$ cat src/rtl/regfile_wb_queue_pkg.sv
`default_nettype none
// ============================================================================
// Module      : regfile_wb_queue_pkg
// Description : Shared register-file widths, the $zero address and the
//               writeback queue entry type used by the writeback queue.
// Revision    : 1.0 - initial release
// ============================================================================
package regfile_wb_queue_pkg;

   localparam int REG_ADDR_W = 5;
   localparam int REG_DATA_W = 32;
   localparam int NUM_REGS   = 1 << REG_ADDR_W;

   localparam logic [REG_ADDR_W-1:0] REG_ZERO = 5'd0;

   typedef struct packed {
      logic [REG_ADDR_W-1:0] addr;
      logic [REG_DATA_W-1:0] data;
   } wb_entry_t;

endpackage
`default_nettype wire

$ cat src/rtl/regfile_wb_queue_fifo.sv
`default_nettype none
// ============================================================================
// Module      : wb_fifo
// Description : Synchronous FIFO of writeback entries with flush. Exposes the
//               raw storage, a per-slot valid mask and the read pointer so
//               the parent can run age-ordered searches over live entries.
// Ports       : clk_i, rst_i (async, active-high)
//               push_i/push_entry_i  enqueue (ignored when full or flushing)
//               pop_i                dequeue head (ignored when empty/flush)
//               flush_i              discard everything, highest priority
//               full_o/empty_o       occupancy flags
//               head_o               head entry, zero when empty
//               entries_o/valid_o    storage array and live-slot mask
//               rd_ptr_o             slot index of the oldest entry
// Revision    : 1.0 - initial release
// ============================================================================
module wb_fifo
   import regfile_wb_queue_pkg::*;
#(
   parameter  int DEPTH = 4,
   localparam int PTR_W = $clog2(DEPTH),
   localparam int CNT_W = $clog2(DEPTH + 1)
) (
   input  logic                  clk_i,
   input  logic                  rst_i,
   input  logic                  push_i,
   input  wb_entry_t             push_entry_i,
   input  logic                  pop_i,
   input  logic                  flush_i,
   output logic                  full_o,
   output logic                  empty_o,
   output wb_entry_t             head_o,
   output wb_entry_t [DEPTH-1:0] entries_o,
   output logic [DEPTH-1:0]      valid_o,
   output logic [PTR_W-1:0]      rd_ptr_o
);

   wb_entry_t [DEPTH-1:0] mem_q;
   logic [PTR_W-1:0]      wr_ptr_q, wr_ptr_d;
   logic [PTR_W-1:0]      rd_ptr_q, rd_ptr_d;
   logic [CNT_W-1:0]      count_q, count_d;
   logic [DEPTH-1:0]      valid_q, valid_d;
   logic                  do_push;
   logic                  do_pop;

   assign full_o  = (count_q == CNT_W'(DEPTH));
   assign empty_o = (count_q == '0);
   assign do_push = push_i && !full_o && !flush_i;
   assign do_pop  = pop_i && !empty_o && !flush_i;

   always_comb begin
      wr_ptr_d = wr_ptr_q;
      rd_ptr_d = rd_ptr_q;
      count_d  = count_q;
      valid_d  = valid_q;
      if (flush_i) begin
         wr_ptr_d = '0;
         rd_ptr_d = '0;
         count_d  = '0;
         valid_d  = '0;
      end else begin
         // DEPTH is a power of two, so pointer overflow is the modulo wrap.
         if (do_push) begin
            wr_ptr_d          = wr_ptr_q + 1'b1;
            valid_d[wr_ptr_q] = 1'b1;
         end
         if (do_pop) begin
            rd_ptr_d          = rd_ptr_q + 1'b1;
            valid_d[rd_ptr_q] = 1'b0;
         end
         count_d = count_q + CNT_W'(do_push) - CNT_W'(do_pop);
      end
   end

   always_ff @(posedge clk_i or posedge rst_i) begin
      if (rst_i) begin
         wr_ptr_q <= '0;
         rd_ptr_q <= '0;
         count_q  <= '0;
         valid_q  <= '0;
      end else begin
         wr_ptr_q <= wr_ptr_d;
         rd_ptr_q <= rd_ptr_d;
         count_q  <= count_d;
         valid_q  <= valid_d;
      end
   end

   // Payload storage needs no reset: every consumer qualifies it with valid_q.
   always_ff @(posedge clk_i) begin
      if (do_push) begin
         mem_q[wr_ptr_q] <= push_entry_i;
      end
   end

   assign head_o    = empty_o ? '0 : mem_q[rd_ptr_q];
   assign entries_o = mem_q;
   assign valid_o   = valid_q;
   assign rd_ptr_o  = rd_ptr_q;

endmodule
`default_nettype wire

$ cat src/rtl/regfile_wb_queue.sv
`default_nettype none
// ============================================================================
// Module      : regfile_wb_queue
// Description : Writer side of the register file's single write port.
//               Buffers long-latency writeback results and drains the head
//               entry whenever the write port is granted. Also exports a
//               pending-register scoreboard and two youngest-value lookups
//               for operand forwarding.
// Ports       : clk_i, rst_i (async, active-high), flush_i
//               in_valid_i/in_ready_o/in_addr_i/in_data_i  writeback request
//               write_grant_i                 regfile write port available
//               reg_write_o/write_addr_o/write_data_o    regfile write port
//               pending_o                     per-register queued flag
//               lookup_addr{1,2}_i/lookup_hit{1,2}_o/lookup_data{1,2}_o
// Revision    : 1.0 - initial release
// ============================================================================
module regfile_wb_queue
   import regfile_wb_queue_pkg::*;
#(
   parameter  int DEPTH  = 4,
   parameter  int DATA_W = REG_DATA_W,
   parameter  int ADDR_W = REG_ADDR_W,
   localparam int PTR_W  = $clog2(DEPTH),
   localparam int NREG   = 1 << ADDR_W
) (
   input  logic              clk_i,
   input  logic              rst_i,
   input  logic              flush_i,
   input  logic              in_valid_i,
   output logic              in_ready_o,
   input  logic [ADDR_W-1:0] in_addr_i,
   input  logic [DATA_W-1:0] in_data_i,
   input  logic              write_grant_i,
   output logic              reg_write_o,
   output logic [ADDR_W-1:0] write_addr_o,
   output logic [DATA_W-1:0] write_data_o,
   output logic [NREG-1:0]   pending_o,
   input  logic [ADDR_W-1:0] lookup_addr1_i,
   output logic              lookup_hit1_o,
   output logic [DATA_W-1:0] lookup_data1_o,
   input  logic [ADDR_W-1:0] lookup_addr2_i,
   output logic              lookup_hit2_o,
   output logic [DATA_W-1:0] lookup_data2_o
);

   wb_entry_t             push_entry;
   wb_entry_t             head;
   wb_entry_t [DEPTH-1:0] entries;
   logic [DEPTH-1:0]      valid;
   logic [PTR_W-1:0]      rd_ptr;
   logic                  full;
   logic                  empty;
   logic                  push;
   logic                  pop;

   // Ready is a pure function of occupancy; no full-and-pop bypass.
   assign in_ready_o = !full && !rst_i;

   // Writes to $zero complete the handshake but are never stored.
   assign push       = in_valid_i && in_ready_o && (in_addr_i != REG_ZERO) && !flush_i;
   assign push_entry = '{addr: in_addr_i, data: in_data_i};

   assign reg_write_o  = !empty && !flush_i;
   assign pop          = reg_write_o && write_grant_i;
   assign write_addr_o = head.addr;
   assign write_data_o = head.data;

   wb_fifo #(
      .DEPTH (DEPTH)
   ) u_fifo (
      .clk_i        (clk_i),
      .rst_i        (rst_i),
      .push_i       (push),
      .push_entry_i (push_entry),
      .pop_i        (pop),
      .flush_i      (flush_i),
      .full_o       (full),
      .empty_o      (empty),
      .head_o       (head),
      .entries_o    (entries),
      .valid_o      (valid),
      .rd_ptr_o     (rd_ptr)
   );

   always_comb begin
      pending_o = '0;
      for (int i = 0; i < DEPTH; i++) begin
         if (valid[i]) begin
            pending_o[entries[i].addr] = 1'b1;
         end
      end
      pending_o[0] = 1'b0;
   end

   // Walk live entries oldest to youngest starting at the head slot, so the
   // last match seen is the youngest one. Result is {hit, data}.
   function automatic logic [DATA_W:0] f_lookup(
      input logic [ADDR_W-1:0]     a,
      input wb_entry_t [DEPTH-1:0] ents,
      input logic [DEPTH-1:0]      vld,
      input logic [PTR_W-1:0]      hd
   );
      logic [DATA_W:0]  r;
      logic [PTR_W-1:0] s;
      r = '0;
      for (int k = 0; k < DEPTH; k++) begin
         s = hd + PTR_W'(k);
         if (vld[s] && (a != REG_ZERO) && (ents[s].addr == a)) begin
            r = {1'b1, ents[s].data};
         end
      end
      return r;
   endfunction

   assign {lookup_hit1_o, lookup_data1_o} = f_lookup(lookup_addr1_i, entries, valid, rd_ptr);
   assign {lookup_hit2_o, lookup_data2_o} = f_lookup(lookup_addr2_i, entries, valid, rd_ptr);

endmodule
`default_nettype wire

$ cat config.mk
export PLATFORM = sky130hd
export DESIGN_NAME = regfile_wb_queue
export DESIGN_NICKNAME = d
export VERILOG_FILES = /design/src/rtl/regfile_wb_queue_pkg.sv /design/src/rtl/regfile_wb_queue_fifo.sv /design/src/rtl/regfile_wb_queue.sv
export SDC_FILE = /design/constraint.sdc
export NUM_CORES = 1
export LEC_CHECK = 0
export ABC_AREA = 0
export CORE_UTILIZATION = 65
export CTS_CLUSTER_DIAMETER = 80
export CTS_CLUSTER_SIZE = 25
export DETAILED_ROUTE_END_ITERATION = 16
export DONT_BUFFER_PORTS = 1
export PLACE_DENSITY_LB_ADDON = 0.3
export SYNTH_ARGS = -nofsm -noshare
export SYNTH_HDL_FRONTEND = slang
export SYNTH_SLANG_ARGS = --single-unit
export TNS_END_PERCENT = 10
$ cat constraint.sdc
create_clock -name clk_i -period 12.75 [get_ports clk_i]
set_input_delay 2.55 -clock clk_i [delete_from_list [all_inputs] [get_ports clk_i]]
set_output_delay 2.55 -clock clk_i [all_outputs]
set_load 0.03 [all_outputs]
==> report_table.html, run 1 <==
<table>
<tr><th>Metric</th><th>Value</th></tr>
<tr><th colspan="2">Timing</th></tr>
<tr><td>Least-Margin Pin Slew</td><td>1220 ps</td></tr>
<tr><td>Post-route minimum period</td><td>8410 ps</td></tr>
<tr><td>Setup repair after global routing missed its margin</td><td>no</td></tr>
<tr><td>Final WS setup</td><td>4340 ps</td></tr>
<tr><td>Clk_skew</td><td>6.58 ps</td></tr>
<tr><td>Number of setup violations in the final report</td><td>0</td></tr>
<tr><td>Aggregate negative setup slack</td><td>0 ps</td></tr>
<tr><td>Fraction of the cycle the final worst path needs</td><td>66.0%</td></tr>
<tr><td>Max-slew violations</td><td>0</td></tr>
<tr><td>Final hold violation count</td><td>0</td></tr>
<tr><td>F_max</td><td>119 MHz</td></tr>
<tr><td>Worst slew margin relative to its limit</td><td>18.1%</td></tr>
<tr><th colspan="2">Global route</th></tr>
<tr><td>Wire length of the first global-routing pass</td><td>51600 um</td></tr>
<tr><td>Overall Global Routing Usage</td><td>34.3%</td></tr>
<tr><td>Vias in the first global route</td><td>8966</td></tr>
<tr><td>Number of antenna violations at the first check in global routing</td><td>1</td></tr>
<tr><td>Maximum number of pins on one net before global-route repair</td><td>80</td></tr>
<tr><td>Final global-route overflow total</td><td>0</td></tr>
<tr><th colspan="2">Power</th></tr>
<tr><td>Static Leakage</td><td>3.70 nW</td></tr>
<tr><td>Power density over the cells</td><td>166 nW/um^2</td></tr>
<tr><td>PnR Total Power</td><td>2.21 mW</td></tr>
<tr><td>Max IR drop VDD</td><td>0.000151 V</td></tr>
<tr><th colspan="2">Setup path</th></tr>
<tr><td>Worst Path Buf+Inv</td><td>4</td></tr>
<tr><td>CP Cell Sequence</td><td>inv_1 -&gt; ha_4 -&gt; buf_4 -&gt; mux4_1 -&gt; xnor2_1 -&gt; nand4_1 -&gt; nor2_4 -&gt; buf_4 -&gt; a211oi_1 -&gt; a211oi_1 -&gt; buf_4</td></tr>
<tr><td>Capturing element type of the critical path</td><td>output port</td></tr>
<tr><td>Master of the slowest instance on the critical path</td><td>sky130_fd_sc_hd__dfrtp_4</td></tr>
<tr><td>Kind of cell adding the most delay to the critical path</td><td>buffers and inverters</td></tr>
<tr><td>Critical path fanouts, max</td><td>79</td></tr>
<tr><td>Required time worst endpoint</td><td>10200 ps</td></tr>
<tr><td>Crit path arrival time</td><td>5860 ps</td></tr>
<tr><td>Category of the worst setup path launch point</td><td>flop</td></tr>
<tr><td>Worst reg2reg endpoint</td><td>u_fifo.entries_o[14]$_DFFE_PP_</td></tr>
<tr><td>Crit Path Category</td><td>flop to output port</td></tr>
<tr><td>FF-to-FF path depth</td><td>5</td></tr>
<tr><td>R2R Setup Slk</td><td>9290 ps</td></tr>
<tr><td>Delay of the slowest critical-path stage</td><td>1190 ps</td></tr>
<tr><td>Cell mode on critical path</td><td>sky130_fd_sc_hd__buf_4</td></tr>
<tr><td>R2r startpoint</td><td>u_fifo.count_q[1]$_DFF_PP0_</td></tr>
<tr><th colspan="2">Yosys</th></tr>
<tr><td>Cell type with the largest total area after synthesis</td><td>sky130_fd_sc_hd__edfxtp_1</td></tr>
<tr><td>Count of warnings emitted by yosys</td><td>0</td></tr>
<tr><td>Number of flops mapped to enable cells by yosys</td><td>148</td></tr>
<tr><td>Top-area cell type share of the netlist area</td><td>35.2%</td></tr>
<tr><td>Cells after Synth</td><td>994</td></tr>
<tr><td>Syn_area_per_cell</td><td>12.7 um^2</td></tr>
<tr><td>Summed instance area of the synthesized netlist</td><td>12600 um^2</td></tr>
<tr><td>Asr flop ratio synth</td><td>6.92%</td></tr>
<tr><td>Top post-synthesis cells by area</td><td>sky130_fd_sc_hd__edfxtp_1 (35%), sky130_fd_sc_hd__mux4_2 (27%), sky130_fd_sc_hd__mux2i_1 (4.9%)</td></tr>
<tr><td>Number of synthesized register bits</td><td>159</td></tr>
<tr><td>Commonest register cell after synthesis</td><td>sky130_fd_sc_hd__edfxtp_1</td></tr>
<tr><td>Count of unique library cells instantiated by Yosys</td><td>55</td></tr>
<tr><td>Number of nets in the synthesized netlist</td><td>1057</td></tr>
<tr><td>Fraction of the yosys area taken by sequential cells</td><td>37.3%</td></tr>
<tr><th colspan="2">Layout</th></tr>
<tr><td>Filler-free cell count of the finished design</td><td>1199</td></tr>
<tr><td>Leading cell type in the layout, fill and taps excluded</td><td>sky130_fd_sc_hd__mux4_2</td></tr>
<tr><td>Final non-filler cell area</td><td>13300 um^2</td></tr>
<tr><td>Synth-to-Final Area Change</td><td>4.87%</td></tr>
<tr><td>Top library cells by usage in the layout, fill and taps aside</td><td>sky130_fd_sc_hd__mux4_2 (150), sky130_fd_sc_hd__edfxtp_1 (148), sky130_fd_sc_hd__nand2_1 (127)</td></tr>
<tr><td>Layout cell share with drive strength beyond 1</td><td>24.5%</td></tr>
<tr><td>Total number of nets in the final design</td><td>988</td></tr>
<tr><th colspan="2">Routing</th></tr>
<tr><td>Violation count after the first detailed-routing iteration</td><td>1140</td></tr>
<tr><td>Detailed-router iteration count before antenna repair</td><td>6</td></tr>
<tr><td>Average routed wire per standard cell</td><td>27.9 um</td></tr>
<tr><td>Vias</td><td>9494</td></tr>
<tr><td>Antenna violation net count after detailed routing</td><td>0</td></tr>
<tr><td>Via/cell ratio</td><td>7.92</td></tr>
<tr><td>DRT Wirelength</td><td>33500 um</td></tr>
<tr><td>Count of unresolved DRC violations after routing</td><td>0</td></tr>
<tr><th colspan="2">Min path</th></tr>
<tr><td>Min-Delay Path Depth</td><td>1</td></tr>
<tr><td>Worst Hold Endpoint</td><td>u_fifo.wr_ptr_q[0]$_DFFE_PP0P_</td></tr>
<tr><td>Worst Hold Launch</td><td>u_fifo.wr_ptr_q[0]$_DFFE_PP0P_</td></tr>
<tr><td>Hold crit path type</td><td>flop to flop</td></tr>
<tr><th colspan="2">Place</th></tr>
<tr><td>Total of buffers placed on input and output ports</td><td>0</td></tr>
<tr><td>RePlAce Congestion</td><td>0.954</td></tr>
<tr><td>Cell total after placement</td><td>1166</td></tr>
<tr><td>Dpl hpwl</td><td>21200 um</td></tr>
<tr><td>Worst slack after detailed placement</td><td>4760 ps</td></tr>
<tr><td>Cell Area, Placed</td><td>12600 um^2</td></tr>
<tr><th colspan="2">Outcome</th></tr>
<tr><td>Run status</td><td>completed</td></tr>
<tr><th colspan="2">Clock tree</th></tr>
<tr><td>Number of H-tree branching levels</td><td>4</td></tr>
<tr><td>Clock tree root buffer cell</td><td>sky130_fd_sc_hd__clkbuf_16</td></tr>
<tr><td>CTS buffer count</td><td>17</td></tr>
<tr><td>Reg clk slew, reported paths</td><td>60 ps</td></tr>
<tr><td>Longest Clk Path Bufs</td><td>2</td></tr>
<tr><td>Post-CTS setup buffer count</td><td>0</td></tr>
<tr><td>CTS tree</td><td>yes</td></tr>
<tr><td>CTS Hold Bufs</td><td>0</td></tr>
<tr><td>Clock latency on the worst-skew pair</td><td>430 ps</td></tr>
<tr><td>Cts repair resizes</td><td>0</td></tr>
<tr><td>Number of clock sinks</td><td>159</td></tr>
<tr><th colspan="2">Floorplan</th></tr>
<tr><td>Placeable core region</td><td>18900 um^2</td></tr>
<tr><td>Chip width</td><td>141 um</td></tr>
<tr><td>Initial Utilization</td><td>66.9%</td></tr>
<tr><td>Total I/O pin count</td><td>189</td></tr>
<tr><td>Die area</td><td>20000 um^2</td></tr>
<tr><td>Die extent in y</td><td>141 um</td></tr>
<tr><td>Number of core rows</td><td>50</td></tr>
<tr><th colspan="2">Job</th></tr>
<tr><td>Maximum capacitance violations</td><td>0</td></tr>
</table>
[power by group]
part,internal [mW],total (mW),switching [mW],leakage (nW)
Sequential,0.590,0.638,0.0473,1.48
Clock,0.329,0.541,0.212,0.294
Combinational,0.469,1.03,0.559,1.93
[logic make-up after synthesis]
| group | Yosys count | share of synthesized area, % |
|---|---|---|
| adders and majority gates | 11 | 1.15 |
| other | 1 | 0.0297 |
| buffers and inverters | 111 | 4.16 |
| AOI/OAI and AO/OA | 153 | 10.2 |
| muxes | 215 | 32.1 |
| xor gates and xnor gates | 41 | 2.84 |
| DFF | 159 | 37.3 |
| and+or+nand+nor | 303 | 12.2 |
[worst max-delay path by stage]
stage / start / end / slack [ps] / cells past startpoint
floorplan: lookup_addr1_i[1] / lookup_data1_o[28] / 5320 / 9
global placement: lookup_addr1_i[1] / lookup_data1_o[0] / 4850 / 6
detailed placement: u_fifo.rd_ptr_o[1]$_DFFE_PP0P_ / lookup_data2_o[30] / 4760 / 11
CTS: u_fifo.rd_ptr_o[1]$_DFFE_PP0P_ / lookup_data2_o[30] / 4330 / 11
global route: u_fifo.rd_ptr_o[1]$_DFFE_PP0P_ / lookup_data2_o[30] / 4000 / 11
finish: u_fifo.rd_ptr_o[1]$_DFFE_PP0P_ / lookup_data2_o[30] / 4340 / 11
[cell type report]
type,instances,area [um^2]
repair buffers,12,90.1
clock inverters,13,186
diodes,1,2.50
clock buffers,19,433
well taps,260,325
flip-flops and latches,159,4730
inverters,11,41.3
fillers,1285,5630
multi-input cells,724,7450
[metal layers]
| metal | share of wire (%) | up-vias | GRT usage (%) |
|---|---|---|---|
| met5 | 0 | - | 0 |
| met4 | 2.5 | 0 | 11.2 |
| met3 | 14 | 82 | 9.42 |
| met2 | 48 | 766 | 54.7 |
| met1 | 36 | 4729 | 46.2 |
| li1 | - | 3917 | - |
[synthesized netlist by cell type (17+ instances only)]
| cell | count |
|---|---|
| sky130_fd_sc_hd__mux4_2 | 150 |
| sky130_fd_sc_hd__edfxtp_1 | 148 |
| sky130_fd_sc_hd__nand2_1 | 127 |
| sky130_fd_sc_hd__o221ai_1 | 65 |
| sky130_fd_sc_hd__mux2i_1 | 62 |
| sky130_fd_sc_hd__clkbuf_1 | 48 |
| sky130_fd_sc_hd__nor2b_1 | 39 |
| sky130_fd_sc_hd__nor2_1 | 35 |
| sky130_fd_sc_hd__buf_2 | 30 |
| sky130_fd_sc_hd__xnor2_1 | 30 |
| sky130_fd_sc_hd__nand3b_1 | 17 |
[through the flow]
| stage | util (%) | hold slack, ps |
|---|---|---|
| 2_1_floorplan | - | 555 |
| 3_3_place_gp | 66.9 | 583 |
| 3_5_place_dp | 66.9 | 604 |
| 4_1_cts | 70.2 | 618 |
| 5_1_grt | 70.2 | 640 |
| 6_report | 70.2 | 616 |
[registers in the layout, summed over array words and instances, names as in the netlist]
| signal | flops |
|---|---|
| u_fifo.count_q | 3 |
| u_fifo.entries_o | 148 |
| u_fifo.rd_ptr_o | 2 |
| u_fifo.valid_o | 4 |
| u_fifo.wr_ptr_q | 2 |
Power figures use the tool's default switching activity.
==> run 2: changes to the inputs <==
clock period = 8.6 ns   (was 12.75 ns; I/O delays follow)
==> run 2 against run 1 <==
Critical path depth fell by 1. Utilization fell by 0.37 points. Hold slack got worse by 18 ps. Sequential power rose by 46%. Wire length fell by 2.2%. Clock power rose by 30%.
==> report_table.html, run 2 (same netlist as run 1, synthesis figures left out) <==
<table>
<tr><th>Metric</th><th>Value</th></tr>
<tr><th colspan="2">Global route</th></tr>
<tr><td>Number of antenna violations at the first check in global routing</td><td>0 (-1)</td></tr>
<tr><td>Final global-route overflow total</td><td>0 (unchanged)</td></tr>
<tr><td>Wire length of the first global-routing pass</td><td>50700 um (-1.8%)</td></tr>
<tr><td>Maximum number of pins on one net before global-route repair</td><td>79 (-1.3%)</td></tr>
<tr><td>Overall Global Routing Usage</td><td>33.7% (-0.57 points)</td></tr>
<tr><td>Vias in the first global route</td><td>8850 (-1.3%)</td></tr>
<tr><th colspan="2">Clock tree</th></tr>
<tr><td>Cts repair resizes</td><td>0 (unchanged)</td></tr>
<tr><td>CTS buffer count</td><td>17 (unchanged)</td></tr>
<tr><td>Clock tree root buffer cell</td><td>sky130_fd_sc_hd__clkbuf_16</td></tr>
<tr><td>Number of H-tree branching levels</td><td>4 (unchanged)</td></tr>
<tr><td>Longest Clk Path Bufs</td><td>2 (unchanged)</td></tr>
<tr><td>Post-CTS setup buffer count</td><td>0 (unchanged)</td></tr>
<tr><td>CTS Hold Bufs</td><td>0 (unchanged)</td></tr>
<tr><td>Number of clock sinks</td><td>159 (unchanged)</td></tr>
<tr><td>CTS tree</td><td>yes</td></tr>
<tr><td>Clock latency on the worst-skew pair</td><td>440 ps (about the same)</td></tr>
<tr><td>Reg clk slew, reported paths</td><td>60 ps (about the same)</td></tr>
<tr><th colspan="2">Timing</th></tr>
<tr><td>Number of setup violations in the final report</td><td>0 (unchanged)</td></tr>
<tr><td>Least-Margin Pin Slew</td><td>1330 ps (+110 ps)</td></tr>
<tr><td>Aggregate negative setup slack</td><td>0 ps (unchanged)</td></tr>
<tr><td>Worst Hold Margin</td><td>598 ps (-18.2 ps)</td></tr>
<tr><td>Setup repair after global routing missed its margin</td><td>no</td></tr>
<tr><td>Post-route minimum period</td><td>7350 ps</td></tr>
<tr><td>Worst slew margin relative to its limit</td><td>10.6% (-7.5 points)</td></tr>
<tr><td>Max-slew violations</td><td>0 (unchanged)</td></tr>
<tr><td>F_max</td><td>136 MHz</td></tr>
<tr><td>Clk_skew</td><td>7.05 ps (+0.475 ps)</td></tr>
<tr><td>Fraction of the cycle the final worst path needs</td><td>85.5%</td></tr>
<tr><td>Final hold violation count</td><td>0 (unchanged)</td></tr>
<tr><th colspan="2">Place</th></tr>
<tr><td>Dpl hpwl</td><td>21400 um (+0.74%)</td></tr>
<tr><td>RePlAce Congestion</td><td>0.905 (-5.1%)</td></tr>
<tr><td>Cell total after placement</td><td>1166 (unchanged)</td></tr>
<tr><td>Total of buffers placed on input and output ports</td><td>0 (unchanged)</td></tr>
<tr><th colspan="2">Routing</th></tr>
<tr><td>Violation count after the first detailed-routing iteration</td><td>1202 (+5.4%)</td></tr>
<tr><td>DRT Wirelength</td><td>32700 um (-2.2%)</td></tr>
<tr><td>Via/cell ratio</td><td>7.82 (-1.3%)</td></tr>
<tr><td>Average routed wire per standard cell</td><td>27.3 um (-2.1%)</td></tr>
<tr><td>Count of unresolved DRC violations after routing</td><td>0 (unchanged)</td></tr>
<tr><td>Detailed-router iteration count before antenna repair</td><td>6 (unchanged)</td></tr>
<tr><td>Vias</td><td>9367 (-1.3%)</td></tr>
<tr><td>Antenna violation net count after detailed routing</td><td>0 (unchanged)</td></tr>
<tr><th colspan="2">Floorplan</th></tr>
<tr><td>Die extent in y</td><td>141 um (unchanged)</td></tr>
<tr><td>Placeable core region</td><td>18900 um^2 (unchanged)</td></tr>
<tr><td>Chip width</td><td>141 um (unchanged)</td></tr>
<tr><td>Total I/O pin count</td><td>189 (unchanged)</td></tr>
<tr><td>Die area</td><td>20000 um^2 (unchanged)</td></tr>
<tr><td>Number of core rows</td><td>50 (unchanged)</td></tr>
<tr><td>Initial Utilization</td><td>66.9% (unchanged)</td></tr>
<tr><th colspan="2">Power</th></tr>
<tr><td>Static Leakage</td><td>3.68 nW (-0.63%)</td></tr>
<tr><td>PnR Total Power</td><td>3.17 mW (+44%)</td></tr>
<tr><td>Max IR drop VDD</td><td>0.000173 V (+15%)</td></tr>
<tr><td>Power density over the cells</td><td>240 nW/um^2 (+44%)</td></tr>
<tr><th colspan="2">Layout</th></tr>
<tr><td>Antenna Cells</td><td>0 (-1)</td></tr>
<tr><td>Top library cells by usage in the layout, fill and taps aside</td><td>sky130_fd_sc_hd__mux4_2 (150), sky130_fd_sc_hd__edfxtp_1 (148), sky130_fd_sc_hd__nand2_1 (127)</td></tr>
<tr><td>Synth-to-Final Area Change</td><td>4.31%</td></tr>
<tr><td>Layout cell share with drive strength beyond 1</td><td>24.8% (+0.32 points)</td></tr>
<tr><td>Total number of nets in the final design</td><td>988 (unchanged)</td></tr>
<tr><td>Leading cell type in the layout, fill and taps excluded</td><td>sky130_fd_sc_hd__mux4_2</td></tr>
<tr><td>Max FFs per register</td><td>148 (unchanged)</td></tr>
<tr><td>Filler-free cell count of the finished design</td><td>1198 (-0.083%)</td></tr>
<tr><td>Final design utilization</td><td>69.8% (-0.37 points)</td></tr>
<tr><th colspan="2">Min path</th></tr>
<tr><td>Hold crit path type</td><td>flop to flop</td></tr>
<tr><td>Min-Delay Path Depth</td><td>1 (unchanged)</td></tr>
<tr><th colspan="2">Outcome</th></tr>
<tr><td>Run status</td><td>completed</td></tr>
<tr><th colspan="2">Setup path</th></tr>
<tr><td>Capturing element type of the critical path</td><td>output port</td></tr>
<tr><td>R2R Setup Slk</td><td>5130 ps (-4160 ps)</td></tr>
<tr><td>Critical path fanouts, max</td><td>44 (-44%)</td></tr>
<tr><td>FF-to-FF path depth</td><td>5 (unchanged)</td></tr>
<tr><td>Crit Path Category</td><td>flop to output port</td></tr>
<tr><td>Category of the worst setup path launch point</td><td>flop</td></tr>
<tr><td>Crit path arrival time</td><td>5630 ps (-230 ps)</td></tr>
<tr><td>Required time worst endpoint</td><td>6880 ps (-3320 ps)</td></tr>
<tr><th colspan="2">Job</th></tr>
<tr><td>Maximum capacitance violations</td><td>0 (unchanged)</td></tr>
</table>
-- run 2: changes by cell type in the layout (fill, tap and decap cells not counted), sizes merged --
cell,before,now
clkinv,4,5
clkinvlp,2,1
clkbuf,19,18
bufinv,4,0
inv,14,19
diode,1,0
-- run 2: cell type report --
class                   instances  area (um^2)
clock buffers                  18          429
multi-input cells             724         7450
flip-flops and latches        159         4730
inverters                      11         41.3
well taps                     260          325
fillers                      1297         5700
clock inverters                14          123
repair buffers                 12         90.1
-- run 2: per-stage QoR --
step                cell area [um^2]  worst slack, ps
floorplan                      12600             2630
global placement               12600             1860
detailed placement             12600             1680
CTS                            13200             1210
global route                   13200              927
finish                         13200             1250
-- run 2: report_power, final --
| group | switching, mW | leakage, nW | internal, mW |
|---|---|---|---|
| sequential | 0.0560 | 1.48 | 0.876 |
| combinational | 0.840 | 1.93 | 0.693 |
| clock | 0.325 | 0.270 | 0.379 |
| total | 1.22 | 3.68 | 1.95 |
-- run 2: worst max-delay path, stage by stage, from the launching register on --
cell                       delay, ps
sky130_fd_sc_hd__dfrtp_4         750
sky130_fd_sc_hd__inv_1           210
sky130_fd_sc_hd__ha_4            770
sky130_fd_sc_hd__mux4_2          640
sky130_fd_sc_hd__xnor2_1         180
sky130_fd_sc_hd__nand4_1         170
sky130_fd_sc_hd__nor2_4          670
sky130_fd_sc_hd__buf_4           450
sky130_fd_sc_hd__o211ai_1        340
sky130_fd_sc_hd__buf_4           320
sky130_fd_sc_hd__o221ai_1        650
-- run 2: worst paths after layout --
| check | startpoint | to |
|---|---|---|
| min in group asynchronous | rst_i | u_fifo.count_q[2]$_DFF_PP0_ |
| worst min register to register | u_fifo.wr_ptr_q[0]$_DFFE_PP0P_ | u_fifo.wr_ptr_q[0]$_DFFE_PP0P_ |
| worst max register to register | u_fifo.count_q[1]$_DFF_PP0_ | u_fifo.entries_o[10]$_DFFE_PP_ |
| worst max-delay path | u_fifo.rd_ptr_o[0]$_DFFE_PP0P_ | lookup_data2_o[0] |
| max in group asynchronous | rst_i | u_fifo.rd_ptr_o[1]$_DFFE_PP0P_ |
| worst min-delay path | u_fifo.wr_ptr_q[0]$_DFFE_PP0P_ | u_fifo.wr_ptr_q[0]$_DFFE_PP0P_ |
-- run 2: layer usage --
metal | part of all wire [%] | GRT usage (%) | routed length, um
met4 | 3.2 | 13.3 | 1060
met3 | 13 | 9.89 | 4410
met5 | 0 | 0 | 0
met2 | 47 | 52.7 | 15500
met1 | 36 | 45.0 | 11700
==> run 3: changes to the inputs <==
PLACE_DENSITY_LB_ADDON = 0.1   (was 0.3)
SKIP_CTS_REPAIR_TIMING = 1   (was not set)
SKIP_LAST_GASP = 1   (was not set)
==> run 3 against run 2 <==
Utilization up 0.24 points. Worst setup slack improved by 320 ps. Cell count increased by 0.42%. Combinational power barely moved. Register-to-register slack lost 270 ps. Hold slack got worse by 3.6 ps. Flip-flop and latch count stayed put. Die area is the same. Via count rose by 2.0%. Maximum frequency is 4.6% higher. Largest power group unchanged. Wire length rose by 7.2%. Sequential share of layout area is 0.12 points lower.
==> report_table.html, run 3 (same netlist as run 1, synthesis figures left out) <==
<table>
<tr><th>Metric</th><th>Value</th></tr>
<tr><th colspan="2">Setup path</th></tr>
<tr><td>Category of the worst setup path launch point</td><td>flop</td></tr>
<tr><td>Critical path fanouts, max</td><td>38 (-14%)</td></tr>
<tr><td>Cell mode on critical path</td><td>sky130_fd_sc_hd__buf_4</td></tr>
<tr><td>Worst Path Buf+Inv</td><td>3 (unchanged)</td></tr>
<tr><td>Crit Path Category</td><td>flop to output port</td></tr>
<tr><td>Capturing element type of the critical path</td><td>output port</td></tr>
<tr><td>Required time worst endpoint</td><td>6880 ps (about the same)</td></tr>
<tr><td>Delay of the slowest critical-path stage</td><td>830 ps (+60 ps)</td></tr>
<tr><td>Kind of cell adding the most delay to the critical path</td><td>buffers and inverters</td></tr>
<tr><td>Crit path arrival time</td><td>5310 ps (-320 ps)</td></tr>
<tr><td>CP Cell Sequence</td><td>inv_1 -&gt; ha_4 -&gt; mux4_2 -&gt; xor2_1 -&gt; nor3_1 -&gt; and2_2 -&gt; buf_4 -&gt; o211ai_4 -&gt; buf_4 -&gt; o221ai_1</td></tr>
<tr><td>R2r startpoint</td><td>u_fifo.count_q[1]$_DFF_PP0_</td></tr>
<tr><td>Worst reg2reg endpoint</td><td>u_fifo.count_q[2]$_DFF_PP0_</td></tr>
<tr><td>FF-to-FF path depth</td><td>12 (+7)</td></tr>
<tr><td>Depth of the critical timing path with buffers and inverters included</td><td>10 (unchanged)</td></tr>
<tr><td>Master of the slowest instance on the critical path</td><td>sky130_fd_sc_hd__dfrtp_4</td></tr>
<tr><td>R2R Setup Slk</td><td>4860 ps (-270 ps)</td></tr>
<tr><th colspan="2">Floorplan</th></tr>
<tr><td>Placeable core region</td><td>18900 um^2 (unchanged)</td></tr>
<tr><td>Chip width</td><td>141 um (unchanged)</td></tr>
<tr><td>Die area</td><td>20000 um^2 (unchanged)</td></tr>
<tr><td>Total I/O pin count</td><td>189 (unchanged)</td></tr>
<tr><td>Number of core rows</td><td>50 (unchanged)</td></tr>
<tr><td>Die extent in y</td><td>141 um (unchanged)</td></tr>
<tr><td>Initial Utilization</td><td>66.9% (unchanged)</td></tr>
<tr><th colspan="2">Timing</th></tr>
<tr><td>F_max</td><td>142 MHz (+4.6%)</td></tr>
<tr><td>Least-Margin Pin Slew</td><td>1430 ps (+93.1 ps)</td></tr>
<tr><td>Post-route minimum period</td><td>7030 ps (-320 ps)</td></tr>
<tr><td>Worst slew margin relative to its limit</td><td>4.74% (-5.9 points)</td></tr>
<tr><td>Final hold violation count</td><td>0 (unchanged)</td></tr>
<tr><td>Setup repair after global routing missed its margin</td><td>no</td></tr>
<tr><td>Max-slew violations</td><td>0 (unchanged)</td></tr>
<tr><td>Clk_skew</td><td>10.2 ps (+3.12 ps)</td></tr>
<tr><td>Number of setup violations in the final report</td><td>0 (unchanged)</td></tr>
<tr><td>Worst Hold Margin</td><td>594 ps (-3.62 ps)</td></tr>
<tr><td>Aggregate negative setup slack</td><td>0 ps (unchanged)</td></tr>
<tr><td>Fraction of the cycle the final worst path needs</td><td>81.8% (-3.7 points)</td></tr>
<tr><th colspan="2">Job</th></tr>
<tr><td>Maximum capacitance violations</td><td>0 (unchanged)</td></tr>
<tr><th colspan="2">Min path</th></tr>
<tr><td>Worst Hold Launch</td><td>u_fifo.wr_ptr_q[0]$_DFFE_PP0P_</td></tr>
<tr><td>Worst Hold Endpoint</td><td>u_fifo.wr_ptr_q[0]$_DFFE_PP0P_</td></tr>
<tr><td>Hold crit path type</td><td>flop to flop</td></tr>
<tr><td>Min-Delay Path Depth</td><td>1 (unchanged)</td></tr>
<tr><th colspan="2">Layout</th></tr>
<tr><td>Final design utilization</td><td>70.0% (+0.24 points)</td></tr>
<tr><td>Leading cell type in the layout, fill and taps excluded</td><td>sky130_fd_sc_hd__mux4_2</td></tr>
<tr><td>Top library cells by usage in the layout, fill and taps aside</td><td>sky130_fd_sc_hd__mux4_2 (150), sky130_fd_sc_hd__edfxtp_1 (148), sky130_fd_sc_hd__nand2_1 (127)</td></tr>
<tr><td>Total number of nets in the final design</td><td>993 (+0.51%)</td></tr>
<tr><td>Layout cell share with drive strength beyond 1</td><td>25.0% (+0.19 points)</td></tr>
<tr><td>Antenna Cells</td><td>0 (unchanged)</td></tr>
<tr><td>Number of inserted filler cells in the final layout</td><td>1320 (+1.8%)</td></tr>
<tr><td>Multi-input gate area</td><td>7450 um^2 (unchanged)</td></tr>
<tr><td>Synth-to-Final Area Change</td><td>4.67%</td></tr>
<tr><td>Filler-free cell count of the finished design</td><td>1203 (+0.42%)</td></tr>
<tr><td>Combined flip-flop and latch cell area</td><td>4730 um^2 (unchanged)</td></tr>
<tr><td>Max FFs per register</td><td>148 (unchanged)</td></tr>
<tr><th colspan="2">Global route</th></tr>
<tr><td>Vias in the first global route</td><td>9415 (+6.4%)</td></tr>
<tr><td>Maximum number of pins on one net before global-route repair</td><td>79 (unchanged)</td></tr>
<tr><td>Final global-route overflow total</td><td>0 (unchanged)</td></tr>
<tr><td>Wire length of the first global-routing pass</td><td>53600 um (+5.8%)</td></tr>
<tr><td>Number of antenna violations at the first check in global routing</td><td>0 (unchanged)</td></tr>
<tr><td>Overall Global Routing Usage</td><td>35.8% (+2.1 points)</td></tr>
<tr><th colspan="2">Clock tree</th></tr>
<tr><td>Reg clk slew, reported paths</td><td>60 ps (about the same)</td></tr>
<tr><td>Clock tree root buffer cell</td><td>sky130_fd_sc_hd__clkbuf_16</td></tr>
<tr><td>Longest Clk Path Bufs</td><td>2 (unchanged)</td></tr>
<tr><td>CTS tree</td><td>yes</td></tr>
<tr><td>Number of clock sinks</td><td>159 (unchanged)</td></tr>
<tr><td>Clock latency on the worst-skew pair</td><td>430 ps (about the same)</td></tr>
<tr><td>Number of H-tree branching levels</td><td>4 (unchanged)</td></tr>
<tr><td>CTS buffer count</td><td>17 (unchanged)</td></tr>
<tr><th colspan="2">Place</th></tr>
<tr><td>Cell total after placement</td><td>1171 (+0.43%)</td></tr>
<tr><td>RePlAce Congestion</td><td>0.938 (+3.6%)</td></tr>
<tr><td>Dpl hpwl</td><td>22700 um (+6.3%)</td></tr>
<tr><td>Total of buffers placed on input and output ports</td><td>0 (unchanged)</td></tr>
<tr><th colspan="2">Power</th></tr>
<tr><td>Power density over the cells</td><td>241 nW/um^2 (+0.30%)</td></tr>
<tr><td>Static Leakage</td><td>3.70 nW (+0.65%)</td></tr>
<tr><td>Max IR drop VDD</td><td>0.000240 V (+39%)</td></tr>
<tr><th colspan="2">Routing</th></tr>
<tr><td>Detailed-router iteration count before antenna repair</td><td>7 (+1)</td></tr>
<tr><td>DRT Wirelength</td><td>35100 um (+7.2%)</td></tr>
<tr><td>Count of unresolved DRC violations after routing</td><td>0 (unchanged)</td></tr>
<tr><td>Vias</td><td>9554 (+2.0%)</td></tr>
<tr><td>Average routed wire per standard cell</td><td>29.2 um (+6.7%)</td></tr>
<tr><td>Antenna violation net count after detailed routing</td><td>0 (unchanged)</td></tr>
<tr><td>Violation count after the first detailed-routing iteration</td><td>992 (-17%)</td></tr>
<tr><td>Via/cell ratio</td><td>7.94 (+1.6%)</td></tr>
<tr><th colspan="2">Outcome</th></tr>
<tr><td>Run status</td><td>completed</td></tr>
</table>
[run 3: worst max-delay path by stage]
stage | endpoint | startpoint | slack (ps)
floorplan | lookup_data2_o[30] | u_fifo.rd_ptr_o[0]$_DFFE_PP0P_ | 2630
detailed placement | lookup_data1_o[0] | u_fifo.rd_ptr_o[0]$_DFFE_PP0P_ | 2010
global placement | lookup_data2_o[28] | u_fifo.rd_ptr_o[0]$_DFFE_PP0P_ | 2070
global route | lookup_data1_o[14] | u_fifo.rd_ptr_o[0]$_DFFE_PP0P_ | 1240
finish | lookup_data1_o[0] | u_fifo.rd_ptr_o[0]$_DFFE_PP0P_ | 1570
CTS | lookup_data1_o[0] | u_fifo.rd_ptr_o[0]$_DFFE_PP0P_ | 1540
[run 3: final cells by class]
type                    count  share of cell area [%]
clock inverters            13                   0.955
inverters                  11                   0.312
well taps                 260                    2.46
flip-flops and latches    159                    35.7
multi-input cells         724                    56.3
repair buffers             17                   0.964
clock buffers              19                    3.27
[run 3: where the power goes]
group / switching [mW] / internal [mW] / leakage (nW)
registers: 0.0635 / 0.875 / 1.48
clock network: 0.320 / 0.404 / 0.269
logic: 0.832 / 0.694 / 1.95
total: 1.22 / 1.97 / 3.70
[run 3: stage by stage]
stage                     worst slack, ps  area [um^2]  power (mW)
after floorplan                      2630        12600        2.28
final                                1570        13200        3.19
after global placement               2070        12700        2.43
after global routing                 1240        13200        3.32
after detailed placement             2010        12700        2.48
after CTS                            1540        13200        3.19
[run 3: layer usage]
| layer | share of wire, % | track usage (%) | vias to the layer above |
|---|---|---|---|
| met5 | 0 | 0 | - |
| met4 | 2.9 | 15.1 | 0 |
| met3 | 12 | 9.28 | 79 |
| met2 | 49 | 57.6 | 676 |
| met1 | 36 | 46.7 | 4881 |
| li1 | - | - | 3918 |
